[config.mk]
export PLATFORM = sky130hd
export DESIGN_NAME = digit_serial_multiplier_flat
export DESIGN_NICKNAME = d
export VERILOG_FILES = /design/src/rtl/digit_serial_multiplier_pkg.sv /design/src/rtl/digit_serial_multiplier_if.sv /design/src/rtl/digit_serial_multiplier_digit_multiplier.sv /design/src/rtl/digit_serial_multiplier.sv /design/src/flat_wrapper.sv
export SDC_FILE = /design/constraint.sdc
export NUM_CORES = 1
export LEC_CHECK = 0
export ABC_CLOCK_PERIOD_IN_PS = 6800
export BUFFER_PORTS_ARGS = -buffer_cell sky130_fd_sc_hd__buf_4
export CAP_MARGIN = 20
export CORE_AREA = 2 2 91 93
export DETAILED_ROUTE_END_ITERATION = 7
export DIE_AREA = 0 0 93 95
export HOLD_SLACK_MARGIN = 0.08
export PLACE_DENSITY = 0.78
export SYNTH_ARGS = -nofsm -noshare
export SYNTH_HDL_FRONTEND = slang
export SYNTH_HIERARCHICAL = 1
export SYNTH_SLANG_ARGS = --single-unit
[constraint.sdc]
create_clock -name clk -period 6.8 [get_ports clk]
set_input_delay 1.02 -clock clk [delete_from_list [all_inputs] [get_ports clk]]
set_output_delay 1.02 -clock clk [all_outputs]
set_load 0.05 [all_outputs]
[src/rtl/digit_serial_multiplier_pkg.sv]
// Shared definitions for the digit-serial multiplier.
// - Controller state encoding (legacy-compatible localparam constants).
// - Helpers for digit counts and product width.
// - Parameter legality check, evaluated by the top at elaboration.
package mult_pkg;

  localparam logic [1:0] StIdle = 2'd0;
  localparam logic [1:0] StCalc = 2'd1;
  localparam logic [1:0] StSign = 2'd2;
  localparam logic [1:0] StDone = 2'd3;

  function automatic int unsigned num_digits(input int unsigned width, input int unsigned digit);
    return width / digit;
  endfunction

  function automatic int unsigned prod_width(input int unsigned width_a,
                                             input int unsigned width_b);
    return width_a + width_b;
  endfunction

  function automatic bit widths_legal(input int unsigned width_a, input int unsigned width_b,
                                      input int unsigned digit);
    return (digit > 0) && (width_a >= digit) && (width_b >= digit) &&
           (width_a % digit == 0) && (width_b % digit == 0);
  endfunction

endpackage

[src/rtl/digit_serial_multiplier_if.sv]
// Request/response bundle of the digit-serial multiplier.
// - start, is_signed, a, b : request, driven by the master, sampled by the unit in IDLE.
// - busy, done, product    : status and result, driven by the unit (slave).
interface digit_serial_multiplier_if
  import mult_pkg::*;
#(
  parameter int unsigned WIDTH_A = 8,
  parameter int unsigned WIDTH_B = 8
);

  localparam int unsigned PW = prod_width(WIDTH_A, WIDTH_B);

  logic               start;
  logic               is_signed;
  logic [WIDTH_A-1:0] a;
  logic [WIDTH_B-1:0] b;
  logic               busy;
  logic               done;
  logic [PW-1:0]      product;

  modport master (
    output start, is_signed, a, b,
    input  busy, done, product
  );

  modport slave (
    input  start, is_signed, a, b,
    output busy, done, product
  );

endinterface

[src/rtl/digit_serial_multiplier_digit_multiplier.sv]
// Combinational DIGIT x DIGIT unsigned multiplier.
// - x, y : unsigned digits
// - p    : full 2*DIGIT-bit product
module digit_multiplier #(
  parameter int unsigned DIGIT = 2
) (
  input  logic [DIGIT-1:0]   x,
  input  logic [DIGIT-1:0]   y,
  output logic [2*DIGIT-1:0] p
);

  assign p = {{DIGIT{1'b0}}, x} * {{DIGIT{1'b0}}, y};

endmodule

[src/rtl/digit_serial_multiplier.sv]
// Digit-serial multiplier: one DIGIT x DIGIT partial product per cycle on operand magnitudes,
// sign applied once at the end. Zero operands skip straight to DONE.
// - clk : rising-edge clock
// - rst : synchronous active-low reset
// - bus : slave side of the request/response bundle (start/is_signed/a/b in,
//         busy/done/product out)
module digit_serial_multiplier
  import mult_pkg::*;
#(
  parameter int unsigned WIDTH_A = 8,
  parameter int unsigned WIDTH_B = 8,
  parameter int unsigned DIGIT   = 2
) (
  input logic                      clk,
  input logic                      rst,
  digit_serial_multiplier_if.slave bus
);

  localparam int unsigned NA = num_digits(WIDTH_A, DIGIT);
  localparam int unsigned NB = num_digits(WIDTH_B, DIGIT);
  localparam int unsigned PW = prod_width(WIDTH_A, WIDTH_B);
  localparam int unsigned IW = (NA > 1) ? $clog2(NA) : 1;
  localparam int unsigned JW = (NB > 1) ? $clog2(NB) : 1;
  localparam logic [IW-1:0] ILast = IW'(NA - 1);
  localparam logic [JW-1:0] JLast = JW'(NB - 1);

  if (!widths_legal(WIDTH_A, WIDTH_B, DIGIT)) begin : g_bad_params
    $error("digit_serial_multiplier: WIDTH_A and WIDTH_B must be non-zero multiples of DIGIT");
  end

  logic [1:0]         state_q, state_d;
  logic [IW-1:0]      i_q, i_d;
  logic [JW-1:0]      j_q, j_d;
  logic [WIDTH_A-1:0] a_mag_q, a_mag_d;
  logic [WIDTH_B-1:0] b_mag_q, b_mag_d;
  logic               neg_q, neg_d;
  logic [PW-1:0]      acc_q, acc_d;
  logic [PW-1:0]      product_q, product_d;

  // Most-negative input negates to 2^(W-1), which is still correct read as unsigned.
  logic               a_neg_in, b_neg_in;
  logic [WIDTH_A-1:0] a_mag_in;
  logic [WIDTH_B-1:0] b_mag_in;

  assign a_neg_in = bus.is_signed & bus.a[WIDTH_A-1];
  assign b_neg_in = bus.is_signed & bus.b[WIDTH_B-1];
  assign a_mag_in = a_neg_in ? -bus.a : bus.a;
  assign b_mag_in = b_neg_in ? -bus.b : bus.b;

  logic [DIGIT-1:0]   a_dig, b_dig;
  logic [2*DIGIT-1:0] pp;
  logic [PW-1:0]      pp_shift, acc_base;

  assign a_dig = a_mag_q[i_q*DIGIT +: DIGIT];
  assign b_dig = b_mag_q[j_q*DIGIT +: DIGIT];

  digit_multiplier #(
    .DIGIT(DIGIT)
  ) u_digit_multiplier (
    .x(a_dig),
    .y(b_dig),
    .p(pp)
  );

  // Horner over A digits: each new A digit starts by scaling the running sum by 2^DIGIT.
  assign pp_shift = PW'(pp) << (DIGIT * j_q);
  assign acc_base = (j_q == JLast) ? (acc_q << DIGIT) : acc_q;

  always_comb begin
    state_d   = state_q;
    i_d       = i_q;
    j_d       = j_q;
    a_mag_d   = a_mag_q;
    b_mag_d   = b_mag_q;
    neg_d     = neg_q;
    acc_d     = acc_q;
    product_d = product_q;
    case (state_q)
      StIdle: begin
        if (bus.start) begin
          a_mag_d = a_mag_in;
          b_mag_d = b_mag_in;
          neg_d   = bus.is_signed & (bus.a[WIDTH_A-1] ^ bus.b[WIDTH_B-1]);
          acc_d   = '0;
          if ((bus.a == '0) || (bus.b == '0)) begin
            product_d = '0;
            state_d   = StDone;
          end else begin
            i_d     = ILast;
            j_d     = JLast;
            state_d = StCalc;
          end
        end
      end
      StCalc: begin
        acc_d = acc_base + pp_shift;
        if (j_q == '0) begin
          j_d = JLast;
          if (i_q == '0) begin
            state_d = StSign;
          end else begin
            i_d = i_q - 1'b1;
          end
        end else begin
          j_d = j_q - 1'b1;
        end
      end
      StSign: begin
        product_d = neg_q ? -acc_q : acc_q;
        state_d   = StDone;
      end
      default: begin
        state_d = StIdle;
      end
    endcase
  end

  always_ff @(posedge clk) begin
    if (!rst) begin
      state_q   <= StIdle;
      i_q       <= '0;
      j_q       <= '0;
      a_mag_q   <= '0;
      b_mag_q   <= '0;
      neg_q     <= 1'b0;
      acc_q     <= '0;
      product_q <= '0;
    end else begin
      state_q   <= state_d;
      i_q       <= i_d;
      j_q       <= j_d;
      a_mag_q   <= a_mag_d;
      b_mag_q   <= b_mag_d;
      neg_q     <= neg_d;
      acc_q     <= acc_d;
      product_q <= product_d;
    end
  end

  assign bus.busy    = (state_q != StIdle);
  assign bus.done    = (state_q == StDone);
  assign bus.product = product_q;

endmodule

[src/flat_wrapper.sv]
// flat-port wrapper written by rule: the top's interface ports become plain ports
module digit_serial_multiplier_flat import mult_pkg::*;
#(
  parameter int unsigned WIDTH_A = 8,
  parameter int unsigned WIDTH_B = 8,
  parameter int unsigned DIGIT   = 2
)
  (clk, rst, bus_start, bus_is_signed, bus_a, bus_b, bus_busy, bus_done, bus_product);
  digit_serial_multiplier_if #(.WIDTH_A(WIDTH_A), .WIDTH_B(WIDTH_B)) bus_i ();
  input logic clk;
  input logic rst;
  input wire logic [$bits(bus_i.start)-1:0] bus_start;
  input wire logic [$bits(bus_i.is_signed)-1:0] bus_is_signed;
  input wire logic [$bits(bus_i.a)-1:0] bus_a;
  input wire logic [$bits(bus_i.b)-1:0] bus_b;
  output wire logic [$bits(bus_i.busy)-1:0] bus_busy;
  output wire logic [$bits(bus_i.done)-1:0] bus_done;
  output wire logic [$bits(bus_i.product)-1:0] bus_product;
  assign bus_i.start = bus_start;
  assign bus_i.is_signed = bus_is_signed;
  assign bus_i.a = bus_a;
  assign bus_i.b = bus_b;
  assign bus_busy = bus_i.busy;
  assign bus_done = bus_i.done;
  assign bus_product = bus_i.product;
  digit_serial_multiplier #(.WIDTH_A(WIDTH_A), .WIDTH_B(WIDTH_B), .DIGIT(DIGIT)) u_core (.clk(clk), .rst(rst), .bus(bus_i));
endmodule
==> metrics.txt <==
crit-path max FO 13; cts-stage hold buffer count 0; setup repair bufs after CTS 0; final core occ 0.534; critical path's top delay family compound AO/OA/AOI/OAI gates; XOR/XNOR Fraction of Synth Area 0.0731; simple-gate area share of the yosys netlist 0.216; maximum buffer depth of the clock tree 2; DP HPWL 6450 µm; Starting Density 0.484; post-CTS sizing 0; top-count cell post-synth dfxtp_1; critical path, cell by cell mux4_2 > and2_1 > ha_1 > ha_1 > a22o_1 > ha_1 > a21o_1 > a21oi_1 > a21oi_1 > o21ai_0 > mux2i_1 > o311ai_0; Critical Setup Path Class flip-flop to flip-flop; buffers and inverters on the worst path 0; Post-Route WL 8460 µm; I/O Buffers 37; Pleak 1.73 nW; Final Hold Fails 0; peak supply drop 0.106 mV; fin crit share 0.586; net count after synthesis 512; vias in the first global route 3,314; Post-Synthesis Cells 468; Final setup viols 0; Critical Path AT 4160 ps; area leader, netlist dfxtp_1; ys flop type dfxtp_1; slowest CP cell dfxtp_1; Syn-to-layout area delta 10.3%; Async SR Flop Fraction 0; f_max 0.251 GHz; # diodes 0; unrepaired setup endpoints after global routing false; Die X 93 µm; row count 33; setup TNS 0 ps; Seq/Total Area, Yosys 0.287; top-area cell type share of the netlist area 0.287; status completed; clock sink total 55; CP endpoint kind flip-flop; CP dominant cell by count ha_1; die area 8840 µm²; DRT Pass-1 Iters 4; Tot GR Track Use 0.202; Nets 528; routability cong. 0.885; max-slew violations 0; syn avg cell area 8.19 µm²; clk_lat worst skew 310 ps; CTS root buf clkbuf_8; Core Region 7930 µm²; DR DRC count 0; H-tree depth 2; Routed WL per cell 14.3 µm; IO Count 38; post-synthesis adder-cell area fraction 0.0803; gr ovfl total 0; Worst-path clk slew 100 ps; Area contributors post-synth dfxtp_1 29%, ha_1 7.5%, xnor2_1 4.8%, nand2_1 4.7%, nor2_1 4.6%; Worst-Margin Slew 826 ps; Cell Pwr Density 229 nW/µm²; Synth Area in Compound Gates 0.209; Die Y 95 µm; Iteration-0 DRC Markers 168; clock buffer count from CTS 5; Post-synth EDFFs 0; fin crit period 3980 ps; element type at the critical path start flip-flop; CTS tree done; largest family of logic cells by synthesized area simple AND/OR/NAND/NOR gates; Largest stage delay, worst path 640 ps; Max Clock Skew 7.49 ps; initial antenna violation count 0; largest net degree at the start of global routing 39; Via-to-Cell Ratio 5.63; HP Class flip-flop to flip-flop; routed vias 3,321; slew margin rel. 0.449; post-synthesis mux area share 0.0760; final instance area 4230 µm²; post-synthesis sequential element count 55; Synth Cell Area 3830 µm²; max_cap viols 0; Placement Cell Area 4110 µm²; Post-synth top cells 55 x dfxtp_1, 48 x nand2_1, 47 x nor2_1; synth unique cells 59; first-pass GRT wire length 14,700 µm; Req. time, crit path 6980 ps; Synth warnings 6; share of cells above drive strength 1 0.148; Detail Route Antenna Nets 0
[routing by layer]
layer,GRT usage,wire length (µm),vias up
met5,0,0,-
met4,0.0637,108,0
met2,0.370,4320,67
met1,0.238,3730,1548
li1,-,-,1694
met3,0.0367,297,12
[worst reg2reg max path: stages, from the launching register on]
cell and delay (ps):
dfxtp_1 640, mux4_2 570, and2_1 150, ha_1 190
ha_1 310, a22o_1 220, ha_1 350, a21o_1 210
a21oi_1 230, a21oi_1 130, o21ai_0 440, mux2i_1 270
o311ai_0 140
[registers in the layout, indices dropped and copies added (netlist names)]
signal,count
u_core/state_q,2
u_core/b_mag_q,8
u_core/a_mag_q,8
u_core/i_q,2
u_core/bus.product,16
u_core/j_q,2
u_core/acc_q,16
u_core/neg_q,1
[worst paths after layout]
path,from,end,slack (ps),cells after the start
min reg2reg,u_core/bus.product[7],u_core/bus.product[7],460,2
min,u_core/bus.product[7],u_core/bus.product[7],460,2
max reg2reg,u_core/j_q[0],u_core/acc_q[12],2820,12
max,u_core/j_q[0],u_core/acc_q[12],2820,12
[cell usage in the layout, fill, tap and decap left out, types with 8 or more instances in the layout]
| cell | count |
|---|---|
| xnor2_1 | 21 |
| dfxtp_1 | 55 |
| nand3b_1 | 8 |
| and2_1 | 11 |
| inv_1 | 22 |
| a211oi_1 | 10 |
| mux2i_1 | 10 |
| buf_4 | 38 |
| nor2_1 | 47 |
| ha_1 | 23 |
| a21oi_1 | 32 |
| nand3_1 | 16 |
| nand2_1 | 48 |
| mux2_2 | 9 |
| xor2_1 | 11 |
| o21ai_0 | 20 |
[cell families after synthesis]
group | count (synthesis)
AOI/OAI and AO/OA | 116
xor gates and xnor gates | 32
adders and majority gates | 24
buffers and inverters | 52
DFF | 55
muxes | 23
and+or+nand+nor | 166
[cell type report]
| cell class | count | area [µm²] |
|---|---|---|
| multi-input combinational | 361 | 2510 |
| fill | 773 | 3700 |
| clock inverter | 3 | 23.8 |
| sequential | 55 | 1100 |
| timing repair buffer | 39 | 313 |
| tap | 105 | 131 |
| inverter | 22 | 82.6 |
| clock buffer | 5 | 68.8 |
[per-stage QoR]
stage,setup slack [ps],power (mW),hold slack [ps],std cells
after global placement,3060,0.771,442,581
after floorplan,3140,0.700,433,468
after detailed placement,2880,0.786,447,581
after global routing,2510,1.05,485,590
final,2820,0.969,457,590
after CTS,2870,0.975,462,589
[power by group]
part           internal [mW]  leakage (nW)  total [mW]  switching (mW)
Combinational          0.145          1.24       0.375           0.230
Clock                 0.0746        0.0461       0.187           0.113
Sequential             0.362         0.448       0.407          0.0453
Note: power is estimated with default switching activity, not from simulation.
